File: config.mk
export PLATFORM = sky130hd
export DESIGN_NAME = multicycle_controller_flat
export DESIGN_NICKNAME = d
export VERILOG_FILES = /design/src/rtl/multicycle_controller_if.sv /design/src/rtl/multicycle_controller.sv /design/src/flat_wrapper.sv
export SDC_FILE = /design/constraint.sdc
export NUM_CORES = 1
export LEC_CHECK = 0
export CORE_MARGIN = 8
export CORE_UTILIZATION = 49
export CTS_BUF_LIST = sky130_fd_sc_hd__clkbuf_8 sky130_fd_sc_hd__clkbuf_16
export DETAILED_ROUTE_END_ITERATION = 16
export GPL_ROUTABILITY_DRIVEN = 1
export PLACE_DENSITY = 0.84
export SYNTH_ARGS = -nofsm -noshare
export SYNTH_HDL_FRONTEND = slang
export SYNTH_SLANG_ARGS = --single-unit
File: constraint.sdc
create_clock -name clk -period 2.85 [get_ports clk]
set_input_delay 0.285 -clock clk [delete_from_list [all_inputs] [get_ports clk]]
set_output_delay 0.285 -clock clk [all_outputs]
set_load 0.01 [all_outputs]
File: src/rtl/multicycle_controller_if.sv
// Control bundle between the multicycle ARM controller and its datapath.
// The controller drives the master side; the datapath (or a bench) drives the slave side.
interface multicycle_controller_if;
   logic [19:0] Instr;
   logic [3:0]  ALUFlags;
   logic        PCWrite;
   logic        MemWrite;
   logic        RegWrite;
   logic        IRWrite;
   logic        AdrSrc;
   logic [1:0]  ResultSrc;
   logic        ALUSrcA;
   logic [1:0]  ALUSrcB;
   logic [1:0]  ImmSrc;
   logic [1:0]  RegSrc;
   logic [1:0]  ALUControl;
   logic [3:0]  State;

   modport master (
      input  Instr, ALUFlags,
      output PCWrite, MemWrite, RegWrite, IRWrite, AdrSrc, ResultSrc,
             ALUSrcA, ALUSrcB, ImmSrc, RegSrc, ALUControl, State
   );

   modport slave (
      output Instr, ALUFlags,
      input  PCWrite, MemWrite, RegWrite, IRWrite, AdrSrc, ResultSrc,
             ALUSrcA, ALUSrcB, ImmSrc, RegSrc, ALUControl, State
   );
endinterface

File: src/rtl/multicycle_controller.sv
// Multicycle ARM control unit: main FSM with memory wait counter, ALU decoder,
// conditional-execution check and the NZCV flag register.
module multicycle_controller #(
   parameter int unsigned MEM_WAIT = 0
) (
   input logic                     clk,
   input logic                     reset,
   multicycle_controller_if.master bus
);

   typedef enum logic [3:0] {
      FETCH    = 4'd0,
      DECODE   = 4'd1,
      MEMADR   = 4'd2,
      MEMREAD  = 4'd3,
      MEMWB    = 4'd4,
      MEMWRITE = 4'd5,
      EXECUTER = 4'd6,
      EXECUTEI = 4'd7,
      ALUWB    = 4'd8,
      BRANCH   = 4'd9
   } state_t;

   typedef struct packed {
      logic       adr_src;
      logic       alu_src_a;
      logic [1:0] alu_src_b;
      logic [1:0] result_src;
      logic [1:0] alu_control;
      logic       regw;
      logic       memw;
      logic       branch;
      logic       fetch;
      logic       flagw;
      logic       cvw;
   } ctrl_t;

   localparam logic [1:0] ALU_ADD = 2'b00;
   localparam logic [1:0] ALU_SUB = 2'b01;
   localparam logic [1:0] ALU_AND = 2'b10;
   localparam logic [1:0] ALU_ORR = 2'b11;

   localparam logic [3:0] WAIT_LAST = 4'(MEM_WAIT);

   localparam ctrl_t FETCH_CTRL = '{
      adr_src:     1'b0,
      alu_src_a:   1'b1,
      alu_src_b:   2'b10,
      result_src:  2'b10,
      alu_control: ALU_ADD,
      regw:        1'b0,
      memw:        1'b0,
      branch:      1'b0,
      fetch:       1'b1,
      flagw:       1'b0,
      cvw:         1'b0
   };

   // Instruction fields (Instr holds IR[31:12])
   logic [3:0] cond;
   logic [1:0] op;
   logic [5:0] funct;
   logic [3:0] rd;
   logic       unused_rn;

   assign cond      = bus.Instr[19:16];
   assign op        = bus.Instr[15:14];
   assign funct     = bus.Instr[13:8];
   assign rd        = bus.Instr[3:0];
   assign unused_rn = &{1'b0, bus.Instr[7:4]};

   state_t     state, next_state;
   ctrl_t      ctrl, next_ctrl;
   logic [3:0] cnt;
   logic [3:0] flags;
   logic       last;
   logic       wait_state;
   logic       cond_ex;
   logic       next_pc;

   logic [1:0] dp_control;
   logic       dp_valid;
   logic       dp_cmp;
   logic       dp_arith;

   assign last       = (cnt == WAIT_LAST);
   assign wait_state = (state == FETCH) || (state == MEMREAD) || (state == MEMWRITE);

   // ALU decoder for data-processing instructions
   always_comb begin
      // NOTE: every combinational output gets a default first so no path can infer a latch.
      dp_control = ALU_ADD;
      dp_valid   = 1'b1;
      dp_cmp     = 1'b0;
      dp_arith   = 1'b1;
      case (funct[4:1])
         4'b0100: dp_control = ALU_ADD;
         4'b0010: dp_control = ALU_SUB;
         4'b0000: begin
            dp_control = ALU_AND;
            dp_arith   = 1'b0;
         end
         4'b1100: begin
            dp_control = ALU_ORR;
            dp_arith   = 1'b0;
         end
         4'b1010: begin
            dp_control = ALU_SUB;
            dp_cmp     = 1'b1;
         end
         default: begin
            dp_valid = 1'b0;
            dp_arith = 1'b0;
         end
      endcase
   end

   // Condition check against the registered NZCV flags
   always_comb begin
      cond_ex = 1'b0;
      case (cond)
         4'b0000: cond_ex = flags[2];
         4'b0001: cond_ex = ~flags[2];
         4'b0010: cond_ex = flags[1];
         4'b0011: cond_ex = ~flags[1];
         4'b0100: cond_ex = flags[3];
         4'b0101: cond_ex = ~flags[3];
         4'b0110: cond_ex = flags[0];
         4'b0111: cond_ex = ~flags[0];
         4'b1000: cond_ex = flags[1] & ~flags[2];
         4'b1001: cond_ex = ~(flags[1] & ~flags[2]);
         4'b1010: cond_ex = (flags[3] == flags[0]);
         4'b1011: cond_ex = (flags[3] != flags[0]);
         4'b1100: cond_ex = ~flags[2] & (flags[3] == flags[0]);
         4'b1101: cond_ex = ~(~flags[2] & (flags[3] == flags[0]));
         4'b1110: cond_ex = 1'b1;
         default: cond_ex = 1'b0;
      endcase
   end

   always_comb begin
      next_state = FETCH;
      case (state)
         FETCH:    next_state = last ? DECODE : FETCH;
         DECODE: begin
            case (op)
               2'b00:   next_state = funct[5] ? EXECUTEI : EXECUTER;
               2'b01:   next_state = MEMADR;
               2'b10:   next_state = BRANCH;
               default: next_state = FETCH;
            endcase
         end
         MEMADR:   next_state = funct[0] ? MEMREAD : MEMWRITE;
         MEMREAD:  next_state = last ? MEMWB : MEMREAD;
         MEMWB:    next_state = FETCH;
         MEMWRITE: next_state = last ? FETCH : MEMWRITE;
         EXECUTER: next_state = ALUWB;
         EXECUTEI: next_state = ALUWB;
         ALUWB:    next_state = FETCH;
         BRANCH:   next_state = FETCH;
         default:  next_state = FETCH;
      endcase
   end

   // Control word for the state being entered; it is registered so outputs come straight from flops
   always_comb begin
      next_ctrl = '0;
      case (next_state)
         FETCH:  next_ctrl = FETCH_CTRL;
         DECODE: begin
            next_ctrl.alu_src_a  = 1'b1;
            next_ctrl.alu_src_b  = 2'b10;
            next_ctrl.result_src = 2'b10;
         end
         MEMADR:   next_ctrl.alu_src_b = 2'b01;
         MEMREAD:  next_ctrl.adr_src   = 1'b1;
         MEMWB: begin
            next_ctrl.result_src = 2'b01;
            next_ctrl.regw       = 1'b1;
         end
         MEMWRITE: begin
            next_ctrl.adr_src = 1'b1;
            next_ctrl.memw    = 1'b1;
         end
         EXECUTER, EXECUTEI: begin
            next_ctrl.alu_src_b   = (next_state == EXECUTEI) ? 2'b01 : 2'b00;
            next_ctrl.alu_control = dp_control;
            next_ctrl.flagw       = dp_valid;
            next_ctrl.cvw         = dp_arith;
         end
         ALUWB:    next_ctrl.regw = dp_valid & ~dp_cmp;
         BRANCH: begin
            next_ctrl.alu_src_b  = 2'b01;
            next_ctrl.result_src = 2'b10;
            next_ctrl.branch     = 1'b1;
         end
         default:  next_ctrl = FETCH_CTRL;
      endcase
   end

   always_ff @(posedge clk or negedge reset) begin
      if (!reset) begin
         state <= FETCH;
         ctrl  <= FETCH_CTRL;
         cnt   <= 4'd0;
         flags <= 4'b0000;
      end else begin
         // NOTE: non-blocking assignments so every register here samples pre-edge values.
         state <= next_state;
         ctrl  <= next_ctrl;
         cnt   <= (wait_state && !last) ? cnt + 4'd1 : 4'd0;
         if ((state == EXECUTER || state == EXECUTEI) && ctrl.flagw && funct[0] && cond_ex) begin
            flags[3:2] <= bus.ALUFlags[3:2];
            if (ctrl.cvw) flags[1:0] <= bus.ALUFlags[1:0];
         end
      end
   end

   assign next_pc = ctrl.fetch & last;

   // FETCH's control word is the reset value, so its enables are also qualified by reset
   assign bus.IRWrite    = reset & next_pc;
   assign bus.PCWrite    = reset & (next_pc |
                                   ((ctrl.branch | (ctrl.regw & (rd == 4'hF))) & cond_ex));
   assign bus.MemWrite   = ctrl.memw & last & cond_ex;
   assign bus.RegWrite   = ctrl.regw & cond_ex;
   assign bus.AdrSrc     = ctrl.adr_src;
   assign bus.ResultSrc  = ctrl.result_src;
   assign bus.ALUSrcA    = ctrl.alu_src_a;
   assign bus.ALUSrcB    = ctrl.alu_src_b;
   assign bus.ALUControl = ctrl.alu_control;
   assign bus.ImmSrc     = op;
   assign bus.RegSrc     = {(op == 2'b01) & ~funct[0], (op == 2'b10)};
   assign bus.State      = state;

endmodule

File: src/flat_wrapper.sv
// flat-port wrapper written by rule: the top's interface ports become plain ports
module multicycle_controller_flat 
#(
   parameter int unsigned MEM_WAIT = 0
)
  (clk, reset, bus_Instr, bus_ALUFlags, bus_PCWrite, bus_MemWrite, bus_RegWrite, bus_IRWrite, bus_AdrSrc, bus_ResultSrc, bus_ALUSrcA, bus_ALUSrcB, bus_ImmSrc, bus_RegSrc, bus_ALUControl, bus_State);
  multicycle_controller_if bus_i ();
  input logic clk;
  input logic reset;
  input wire logic [$bits(bus_i.Instr)-1:0] bus_Instr;
  input wire logic [$bits(bus_i.ALUFlags)-1:0] bus_ALUFlags;
  output wire logic [$bits(bus_i.PCWrite)-1:0] bus_PCWrite;
  output wire logic [$bits(bus_i.MemWrite)-1:0] bus_MemWrite;
  output wire logic [$bits(bus_i.RegWrite)-1:0] bus_RegWrite;
  output wire logic [$bits(bus_i.IRWrite)-1:0] bus_IRWrite;
  output wire logic [$bits(bus_i.AdrSrc)-1:0] bus_AdrSrc;
  output wire logic [$bits(bus_i.ResultSrc)-1:0] bus_ResultSrc;
  output wire logic [$bits(bus_i.ALUSrcA)-1:0] bus_ALUSrcA;
  output wire logic [$bits(bus_i.ALUSrcB)-1:0] bus_ALUSrcB;
  output wire logic [$bits(bus_i.ImmSrc)-1:0] bus_ImmSrc;
  output wire logic [$bits(bus_i.RegSrc)-1:0] bus_RegSrc;
  output wire logic [$bits(bus_i.ALUControl)-1:0] bus_ALUControl;
  output wire logic [$bits(bus_i.State)-1:0] bus_State;
  assign bus_i.Instr = bus_Instr;
  assign bus_i.ALUFlags = bus_ALUFlags;
  assign bus_PCWrite = bus_i.PCWrite;
  assign bus_MemWrite = bus_i.MemWrite;
  assign bus_RegWrite = bus_i.RegWrite;
  assign bus_IRWrite = bus_i.IRWrite;
  assign bus_AdrSrc = bus_i.AdrSrc;
  assign bus_ResultSrc = bus_i.ResultSrc;
  assign bus_ALUSrcA = bus_i.ALUSrcA;
  assign bus_ALUSrcB = bus_i.ALUSrcB;
  assign bus_ImmSrc = bus_i.ImmSrc;
  assign bus_RegSrc = bus_i.RegSrc;
  assign bus_ALUControl = bus_i.ALUControl;
  assign bus_State = bus_i.State;
  multicycle_controller #(.MEM_WAIT(MEM_WAIT)) u_core (.clk(clk), .reset(reset), .bus(bus_i));
endmodule
==> impl_metrics.ini <==
[synth]
synth_top_family_by_area = simple AND/OR/NAND/NOR gates
ys_seq_area_share_pct = 44.9
synth-compound-area-share_pct = 13.0
synth_seq_cells = 26
postSynthAreaPerCell_um2 = 10.2
synthAdderAreaFrac_pct = 1.72
synth_nets = 171
synthXorXnorAreaFrac_pct = 4.12
ys_warn_count = 0
synth-simple-area-share_pct = 23.4
synth_cell_types = 48
syn_area_um2 = 1460
synthMuxAreaShare_pct = 5.15
syn_inst = 143

[timing]
rsz0062_at_grt = false
min_period_ps = 2740
hold_viol_final = 0
whs_ps = 255
fin_ws_ps = 114
final_max_slew_viol_count = 0
setup_viol = 0
finClkSkew_ps = 5.86
slew_headroom_pct = 65.1
period_share_pct = 96.0
timing.fmax_mhz = 366
finalSetupTns_ps = 0
worstMarginPinSlew_ps = 522

[layout]
area.growth.synth_to_final_pct = 29.7
layout.cells.non_filler = 210
final_core_util_pct = 64.1
design_area_um2 = 1890
num-nets-final = 206
drive_above_1_share_pct = 14.1
antennaDiodeCount = 0

[power]
power.total_mw = 1.35
p_comb_share_pct = 41.5
p_int_mw = 0.879
p_clk_share_pct = 17.2
p_switching_mw = 0.473
seq_power_share_pct = 41.3
leakage_nw = 0.824
switching_share_pct = 35.0
cellPowerDensity_nw_per_um2 = 715
peakVddDrop_uv = 497

[setup_path]
r2r_cells = 7
worstPathArrival_ps = 2450
r2r_start = u_core.cnt[0]
cp_slowest_stage_delay_ps = 550
critPathLaunchType = input port
worstPathMaxFanout = 5
crit_path_cell_trace = clkdlybuf4s50_1 > mux4_2 > nand2b_1 > o31ai_2 > xor2_2 > and3_1 > clkdlybuf4s50_1
cp-end-kind = primary output
crit_required_ps = 2570
critPathSlowestCell = clkdlybuf4s50_1
reg2reg_slack_ps = 730
cp_common_cell = clkdlybuf4s50_1
critical_path_class = input port to primary output
rr_endpoint = u_core.bus.ALUSrcB[0]

[global_routing]
grt.overflow.total = 0
antenna_found_initial = 0
grt_pass1_wl_um = 5870
grt_util_all_layers_pct = 14.5
grt_start_max_net_pins = 23
grt_pass1_vias = 1276

[clocking]
cts.htree.levels = 1
clkTransAtPathRegs_ps = 90
cts_num_sinks = 26
cts.repair.resized = 0
clkLatencyLatePin_ps = 270
cts.path.max_buffers = 2
clock-root-buffer = clkbuf_8
post_cts_buffers = 0
holdBufCountCts = 0
cts_inserted_buffers = 3
cts_tree = built

[route]
dr.pass1.iters = 4
wl_per_cell_um = 16.2
routed_wl_um = 3400
via_per_inst = 5.64
drc = 0
antenna_left = 0
drtIter0Drc = 42
num_vias = 1185

[placement]
gp_routability_congestion = 0.860
dp_cells = 206
hpwl_um = 2730
dp_slack_ps = 87.0
placed_area_um2 = 1840
port_buffers = 41

[outcome]
outcome = completed

[worst_hold_path]
hold_class = input port to asynchronous set/reset pin

[die]
die_area_um2 = 4980
die_h_um = 70.6
start_util_pct = 49.4
ios = 46
die_x_um = 70.6
core_um2 = 2950
row_count = 20

[job]
max_cap_viol_count = 0
## cells in the final DEF (no fill, tap or decap), drive strengths merged, types with 5 or more instances in the layout
| cell type | count |
|---|---|
| a21oi | 8 |
| clkdlybuf4s50 | 41 |
| nor3 | 5 |
| dfrtp | 22 |
| nand2 | 6 |
| nor2 | 20 |
| or3 | 6 |
| inv | 6 |
| nand2b | 5 |
## power groups by stage
stage / clock network (mW) / registers, mW / logic, mW
finish: 0.232 / 0.558 / 0.562
global route: 0.255 / 0.572 / 0.611
CTS: 0.240 / 0.558 / 0.566
detailed placement: 0 / 0.565 / 0.564
global placement: 0 / 0.558 / 0.546
floorplan: 0 / 0.525 / 0.380
## synthesized netlist by cell type, drive strengths merged
| cell | count | area share, % |
|---|---|---|
| ha | 2 | 1.7 |
| a21oi | 8 | 2.7 |
| and2 | 1 | 0.43 |
| xnor2 | 2 | 1.2 |
| nand3 | 1 | 0.34 |
| nand2b | 5 | 2.1 |
| or4b | 1 | 0.94 |
| or4 | 1 | 0.51 |
| dfstp | 4 | 7.2 |
| a2bb2oi | 1 | 0.60 |
| o311ai | 1 | 0.60 |
| o21bai | 1 | 0.51 |
| nor2 | 20 | 5.1 |
| nor3b | 3 | 1.5 |
| o31ai | 3 | 2.8 |
| nand2 | 6 | 2.1 |
| nor3 | 5 | 2.1 |
| or3 | 6 | 2.9 |
| or2 | 3 | 1.3 |
| dfrtp | 22 | 38 |
| buf | 11 | 5.6 |
| and2b | 1 | 0.51 |
| xor2 | 4 | 2.9 |
| nand4 | 1 | 0.43 |
| mux2 | 4 | 3.6 |
| a31o | 2 | 1.2 |
| a31oi | 4 | 1.7 |
| and3 | 4 | 2.1 |
| inv | 6 | 1.5 |
| o32ai | 1 | 1.1 |
| mux4 | 1 | 1.5 |
| clkbuf | 2 | 0.51 |
| or3b | 1 | 0.60 |
| nor2b | 1 | 0.43 |
| o22ai | 1 | 0.43 |
| a32oi | 1 | 0.60 |
| o21ai | 2 | 0.69 |
## registers in the layout, summed over array words and instances (netlist names)
register,cells
u_core.bus.AdrSrc,1
u_core.bus.ALUControl,2
u_core.bus.ALUSrcA,1
u_core.bus.ResultSrc,2
u_core.bus.State,4
u_core.ctrl,6
u_core.flags,4
u_core.cnt,4
u_core.bus.ALUSrcB,2
## cell families after synthesis
group / count (synthesis)
AO/OA/AOI/OAI: 25
XOR/XNOR: 6
multiplexers: 5
adder cells (fa/ha/maj): 2
AND/OR/NAND/NOR: 60
flip-flops: 26
buffers and inverters: 19
## metal layers
layer  track usage (%)  vias up  routed length [um]
met5                 0        -                   0
met2              24.8       35                1760
met4              6.24        0                  40
met3              5.08        4                 215
met1              15.7      581                1380
li1                  -      565                   -
## worst max-delay path: cells and delay by family
kind	cells	cell delay, ps
buf+inv	2	1090
mux	1	510
simple gates	2	280
xor+xnor	1	200
compound gates	1	80
## worst max path at each step
stage                  start  slack [ps]                     to  cells after the start
5_1_grt        bus_Instr[17]           4           bus_MemWrite                      7
2_1_floorplan  u_core.cnt[0]         970  u_core.bus.ALUSrcB[0]                      8
3_3_place_gp   bus_Instr[17]         140           bus_MemWrite                      7
6_report       bus_Instr[17]         110           bus_MemWrite                      7
4_1_cts        bus_Instr[17]          90           bus_MemWrite                      7
3_5_place_dp   bus_Instr[17]          90           bus_MemWrite                      7
## layout make-up
class / count / area (um2)
Fill cell: 264 / 1060
Multi-Input combinational cell: 98 / 692
Sequential cell: 26 / 656
Timing Repair Buffer: 43 / 425
Clock buffer: 4 / 55.1
Tap cell: 33 / 41.3
Inverter: 6 / 22.5
Power figures use the tool's default switching activity.
